`src/rtl/bsub_serial_pkg.sv`:
```
`default_nettype none
// ============================================================================
// Package  : bsub_pkg
// Purpose  : Shared state encoding and counter sizing for bsub_serial.
// Revision : 1.0 - initial release
// ============================================================================
package bsub_pkg;

    typedef enum logic [1:0] {
        IDLE  = 2'd0,
        SHIFT = 2'd1,
        DONE  = 2'd2
    } bsub_state_t;

    // Bit-counter width; a one-bit counter is kept as the floor.
    function automatic int bsub_cnt_width(input int width);
        return (width > 1) ? $clog2(width) : 1;
    endfunction

endpackage : bsub_pkg
`default_nettype wire

```
`src/rtl/bsub_serial_bgen_cell.sv`:
```
`default_nettype none
// ============================================================================
// Module   : bgen_cell
// Purpose  : Combinational one-bit borrow/difference cell (full subtractor).
// Revision : 1.0 - initial release
// ============================================================================
module bgen_cell (
    input  logic a,
    input  logic b,
    input  logic bin,
    output logic d,
    output logic bout
);

    assign d    = a ^ b ^ bin;
    assign bout = (~a & b) | (~a & bin) | (b & bin);

endmodule : bgen_cell
`default_nettype wire

```
`src/rtl/bsub_serial.sv`:
```
`default_nettype none
// ============================================================================
// Module   : bsub_serial
// Purpose  : Bit-serial a - b, LSB first, one bit per clock through a single
//            registered borrow, with valid/ready handshakes on both sides.
//            Define BSUB_OVF_EN to add the signed-overflow output ovf.
// Revision : 1.0 - initial release
// ============================================================================
module bsub_serial
    import bsub_pkg::*;
#(
    parameter int WIDTH = 32
) (
    input  logic             clk,
    input  logic             rst,
    input  logic             in_valid,
    output logic             in_ready,
    input  logic [WIDTH-1:0] a,
    input  logic [WIDTH-1:0] b,
    output logic             out_valid,
    input  logic             out_ready,
    output logic [WIDTH-1:0] diff,
    output logic             borrow_out
`ifdef BSUB_OVF_EN
    ,
    output logic             ovf
`endif
);

    localparam int CW = bsub_cnt_width(WIDTH);
    localparam logic [CW-1:0] C_LAST_BIT = CW'(WIDTH - 1);

    bsub_state_t      state_q, state_d;
    logic [WIDTH-1:0] a_q, a_d;
    logic [WIDTH-1:0] b_q, b_d;
    logic [WIDTH-1:0] res_q, res_d;
    logic             brw_q, brw_d;
    logic [CW-1:0]    cnt_q, cnt_d;

    logic             w_d;
    logic             w_bout;

`ifdef BSUB_OVF_EN
    logic             amsb_q, amsb_d;
    logic             bmsb_q, bmsb_d;
    logic             ovf_q, ovf_d;
`endif

    bgen_cell u_bgen_cell (
        .a    (a_q[0]),
        .b    (b_q[0]),
        .bin  (brw_q),
        .d    (w_d),
        .bout (w_bout)
    );

    always_comb begin
        state_d   = state_q;
        a_d       = a_q;
        b_d       = b_q;
        res_d     = res_q;
        brw_d     = brw_q;
        cnt_d     = cnt_q;
        in_ready  = 1'b0;
        out_valid = 1'b0;
`ifdef BSUB_OVF_EN
        amsb_d    = amsb_q;
        bmsb_d    = bmsb_q;
        ovf_d     = ovf_q;
`endif

        case (state_q)
            IDLE: begin
                in_ready = 1'b1;
                if (in_valid) begin
                    state_d = SHIFT;
                    a_d     = a;
                    b_d     = b;
                    brw_d   = 1'b0;
                    cnt_d   = '0;
`ifdef BSUB_OVF_EN
                    amsb_d  = a[WIDTH-1];
                    bmsb_d  = b[WIDTH-1];
                    ovf_d   = 1'b0;
`endif
                end
            end

            SHIFT: begin
                // Result fills from the top so it lands in natural order after WIDTH shifts.
                a_d   = a_q >> 1;
                b_d   = b_q >> 1;
                res_d = {w_d, res_q[WIDTH-1:1]};
                brw_d = w_bout;
                cnt_d = cnt_q + CW'(1);
                if (cnt_q == C_LAST_BIT) begin
                    state_d = DONE;
`ifdef BSUB_OVF_EN
                    ovf_d   = (amsb_q != bmsb_q) && (w_d != amsb_q);
`endif
                end
            end

            DONE: begin
                out_valid = 1'b1;
                if (out_ready) begin
                    state_d = IDLE;
                end
            end

            default: begin
                state_d = IDLE;
            end
        endcase
    end

    always_ff @(posedge clk or posedge rst) begin
        if (rst) begin
            state_q <= IDLE;
            a_q     <= '0;
            b_q     <= '0;
            res_q   <= '0;
            brw_q   <= 1'b0;
            cnt_q   <= '0;
        end else begin
            state_q <= state_d;
            a_q     <= a_d;
            b_q     <= b_d;
            res_q   <= res_d;
            brw_q   <= brw_d;
            cnt_q   <= cnt_d;
        end
    end

`ifdef BSUB_OVF_EN
    always_ff @(posedge clk or posedge rst) begin
        if (rst) begin
            amsb_q <= 1'b0;
            bmsb_q <= 1'b0;
            ovf_q  <= 1'b0;
        end else begin
            amsb_q <= amsb_d;
            bmsb_q <= bmsb_d;
            ovf_q  <= ovf_d;
        end
    end

    assign ovf = (state_q == DONE) && ovf_q;
`endif

    // Partial results and the running borrow stay hidden until the result is complete.
    assign diff       = (state_q == DONE) ? res_q : '0;
    assign borrow_out = (state_q == DONE) && brw_q;

endmodule : bsub_serial
`default_nettype wire
```
`config.mk`:
```
export PLATFORM = sky130hd
export DESIGN_NAME = bsub_serial
export DESIGN_NICKNAME = d
export VERILOG_FILES = /design/src/rtl/bsub_serial_pkg.sv /design/src/rtl/bsub_serial_bgen_cell.sv /design/src/rtl/bsub_serial.sv
export SDC_FILE = /design/constraint.sdc
export NUM_CORES = 1
export LEC_CHECK = 0
export ABC_CLOCK_PERIOD_IN_PS = 4300
export BUFFER_PORTS_ARGS = -buffer_cell sky130_fd_sc_hd__buf_2
export CAP_MARGIN = 20
export CORE_ASPECT_RATIO = 0.7
export CORE_MARGIN = 1.5
export CORE_UTILIZATION = 50
export CTS_BUF_LIST = sky130_fd_sc_hd__clkbuf_4
export DETAILED_ROUTE_END_ITERATION = 8
export PLACE_DENSITY = 0.74
export SLEW_MARGIN = 20
export SYNTH_ARGS = -nofsm -noshare
export SYNTH_HDL_FRONTEND = slang
export SYNTH_HIERARCHICAL = 1
export SYNTH_SLANG_ARGS = --single-unit
```
`constraint.sdc`:
```
create_clock -name clk -period 4.3 [get_ports clk]
set_input_delay 0.645 -clock clk [delete_from_list [all_inputs] [get_ports clk]]
set_output_delay 0.645 -clock clk [all_outputs]
set_load 0.005 [all_outputs]
```
---- Word-level counts from Yosys, hierarchy flattened ----
Index checks and enable logic that the tools add are counted.
storage, ports and cells
  word-level logic and storage cells ...... 41
  flip-flop bits (word level) ............. 104
  output and inout port bits .............. 35
  input bits .............................. 68
operators by class
  reductions and logical operators ........ 5
  mux-type cells .......................... 15
  equality and inequality tests ........... 6
  bitwise gates (word level) .............. 8
  $add $sub $neg .......................... 1
operator list
  cell                   number
  $pmux W32 S2           2
  $mux W32               3
  $pmux W5 S2            1
  $mux W2                3
  $ne A2 B2 Y1 const B   3
  $pmux W2 S3            1
  $add A5 B1 Y5 const B  1
  $eq A5 B5 Y1 const B   1
  $mux W5                1
  $and A1 B1 Y1          3
  $mux W1                3
  $reduce_and A3 Y1      1
  $eq A2 B1 Y1 const B   1
  $eq A2 B2 Y1 const B   1
  $logic_not A2 Y1       1
  $or A1 B1 Y1           2
  $pmux W1 S2            1
  $reduce_and A2 Y1      1
  $reduce_bool A2 Y1     1
  $xor A1 B1 Y1          2
  $logic_and A1 B1 Y1    1
  $not A1 Y1             1

---- Logic depth before layout (Yosys ltp) ----
  depth in word-level cells ............... 5
  depth in mapped cells ................... 6

---- Hierarchy ----
Netlist, hierarchy kept.
modules (own cells, without submodules)
  module       seq. area each (sq um)  instances  area each (sq um)  cells each
  bsub_serial  2602.5                  1          4723.3             437
  bgen_cell    0.0                     1          27.5               3

---- Worst setup path before layout ----
OpenSTA, ideal clock, no wires.
  path type ............................... reg-to-output
  start ................................... reg state_q[0]
  end ..................................... out diff[10]
  data arrival time ....................... 1.124 ns
  slack ................................... 2.531 ns
  buffers on the path ..................... 2
  required time ........................... 3.655 ns
  cell stages (with the launch flop) ...... 5
  path through ............................ dfrtp_1 > buf_4 > and2b_1 > clkbuf_1 > and2_1
on the way
  word-level cells in the longest chain between the ends .. 2
ends and longest elaborated chain
  item                    line                RTL
  from (decl)             bsub_serial.sv:33   bsub_state_t state_q, state_d;
  from (signal assigned)  bsub_serial.sv:126  state_q <= state_d;
  $eq A2 B2 Y1            bsub_serial.sv:152  assign diff = (state_q == DONE) ? res_q : '0;
  $mux W32                bsub_serial.sv:152
  to (decl)               bsub_serial.sv:22   output logic [WIDTH-1:0] diff,
No other way between the ends.

---- Worst setup path in the final report ----
  start ................................... reg state_q[1]
  end ..................................... out diff[5]
The elaborated chain is that of the path after synthesis.

==> summary.md <==
| Metric | Value |
|---|---|
| Synth Instances | 440 |
| Number of synthesized flops with an enable pin | 0 |
| Tightest Pin Transition | 0.8039 ns |
| Max-cap viol count | 0 |
| Final setup violation count | 0 |
| Post-synth cell types | 30 |
| Area of the mapped netlist | 4751 sq um |
| Initial Util | 51.96% |
| Post-DP HPWL | 6315 um |
| CTS Buf Count | 9 |
| Maximum number of pins on one net before global-route repair | 80 |
| Total core area | 9144 sq um |
| DRC Markers | 0 |
| Grt ovf | 0 |
| PwrDens | 614.4 nW/um^2 |
| Htree depth | 3 |
| First-pass GRT wire length | 16460 um |
| Area Growth Syn to Fin | 15.72% |
| Final Critical Period | 3.102 ns |
| CTS tree | built |
| Max IR drop VDD | 327.3 uV |
| Warnings, synthesis | 6 |
| Synth Flop Type | dfrtp_1 |
| Hold Vio Cnt, Final | 0 |
| Fin nets | 594 |
| Cell row count | 29 |
| Final setup TNS | 0 ns |
| Final setup margin | 1.198 ns |
| Cell Area, Placed | 5239 sq um |
| Number of global-route vias before repair | 3273 |
| Worst-path clk slew | 0.16 ns |
| R2R Setup Slk | 2.04 ns |
| Peak Freq | 322.4 MHz |
| Design area | 5498 sq um |
| Ys async rst share | 100.0% |
| Root Driver | clkbuf_4 |
| Req. time, crit path | 3.65 ns |
| Global Route Usage Sum | 20.40% |
| Synth top area cells | dfrtp_1, a22oi_1, mux2_2 |
| Routed wire length | 9756 um |
| Final Cycle Share | 72.14% |
| Routed via count | 3520 |
| Critical Path Fanout Max | 70 |
| Port Buffers | 102 |
| Clk buf depth | 2 |
| Status | completed |
| Die H | 84.56 um |
| Worst Skew | 0.01861 ns |
| Crit path capture type | primary output |
| Wire per inst | 14.96 um |
| Final-report max-slew violation count | 0 |
| Crit Path Class | reg -> out |
| Multi-input gate area | 1889 sq um |
| Relative slew slack | 46.41% |
| Share of post-route cells with drive strength above 1 | 30.30% |
| Synth Net Count | 511 |
| Diodes inserted | 0 |
| Clock Sinks | 104 |
| FF+latch count, synth | 104 |
| Die X-Extent | 119.5 um |
| Post-Place Setup Slack | 1.671 ns |
| Initial antenna violation count | 0 |
| Ports | 103 |
| Largest area contributor in the synthesized netlist | dfrtp_1 |
| Crit path DAT | 2.46 ns |
| Initial DRT Pass Iterations | 5 |
| Gpl congestion | 0.7737 |
| Vias per Instance | 5.399 |
| Worst-Skew Late Latency | 0.45 ns |
| Unrepaired setup endpoints after global routing | false |
| Hold WC Path Type | in -> async |
| Antenna Nets Post-Route | 0 |
| Die area | 10100 sq um |
| Initial drt markers | 282 |
| Hold buffer count at cts | 0 |
| Post-CTS sizing | 0 |
| Setup Fix Bufs, Post-CTS | 0 |
| Critical path startpoint category | flip-flop |
| Register area | 2605 sq um |
| Final core utilization | 60.13% |
| Seq/Total Area, Yosys | 54.78% |
| Avg Cell Area, Syn | 10.80 sq um |
| # fillers | 800 |
| Share of the synthesized area in the top cell type | 54.78% |
| Leakage | 2.569 nW |
[synth_stat cells, drive strengths merged, types with 3 or more instances]
cell    number
buf         23
and2        33
a21oi       11
nor2         5
nand2       59
o21ai       65
nor2b       11
inv          7
dfrtp      104
a22oi       62
mux2        32
clkbuf      14
a22o         3
[cell type report]
cell class	count	share of cell area, %
Clock buffer	11	1.502
Inverter	7	0.5234
Tap cell	124	2.822
Multi-Input combinational cell	292	34.37
Sequential cell	104	47.38
Timing Repair Buffer	109	11.06
Clock inverter	5	2.344
[layer usage]
metal	GRT usage (%)	wire length, um	vias up
li1	-	-	1720
met1	30.75	4848	1698
met2	29.78	4314	93
met3	5.231	515	9
met4	4.870	77	0
met5	0	0	-
[cells by family (layout without fill, tap and decap cells)]
logic type	after synthesis	after routing	share of synthesized area, %
compound gates	145	145	19.28
simple gates	112	112	11.61
flops	104	104	54.78
buf+inv	44	132	5.557
mux	32	32	7.822
fa+ha+maj	3	3	0.9480
[worst max-delay path, stage by stage, from the launching register on]
cell	delay (ns)
dfrtp_2	0.39
buf_4	0.51
and2b_1	0.75
and2_1	0.23
buf_2	0.11
[cell usage in the layout (no fill, tap or decap), drive strengths merged]
master / count
bufinv: 4
nor2: 5
mux2: 32
a31oi: 1
nand3: 1
o21bai: 1
a41oi: 1
clkbuf: 11
inv: 8
dfrtp: 104
nand2: 59
a22o: 3
a21oi: 11
o21ai: 65
a22oi: 62
buf: 109
and2: 33
ha: 2
fa: 1
and3: 1
a32o: 1
nor2b: 11
and2b: 1
nor3b: 1
[per-stage QoR]
step	power (mW)	hold slack [ns]	cells
floorplan	2.490	0.4446	440
global placement	2.628	0.4408	633
detailed placement	2.704	0.4517	634
CTS	3.385	0.3145	650
global route	3.633	0.2656	652
finish	3.378	0.2528	652
[sequential cells by signal, indices dropped and copies added (netlist names)]
signal / cells
cnt_q: 5
state_q: 2
a_q: 32
brw_q: 1
res_q: 32
b_q: 32
[final timing paths]
check | start | end | depth (start not counted)
min in group clk | out_ready | state_q[1]$_DFFE_PP0P_ | 2
worst max register to register | state_q[0]$_DFFE_PP0P_ | b_q[25]$_DFFE_PP0P_ | 5
max in group asynchronous | rst | b_q[13]$_DFFE_PP0P_ | 3
worst max-delay path | state_q[1]$_DFFE_PP0P_ | diff[5] | 4
worst min-delay path | rst | res_q[1]$_DFFE_PP0P_ | 2
worst min register to register | state_q[1]$_DFFE_PP0P_ | b_q[0]$_DFFE_PP0P_ | 1
[power breakdown]
part / leakage [nW] / internal, mW / total [mW] / switching (mW)
logic: 1.15 / 0.536 / 1.00 / 0.467
clock network: 0.112 / 0.369 / 0.686 / 0.317
registers: 1.31 / 1.41 / 1.69 / 0.284
Note: power is estimated with default switching activity, not from simulation.
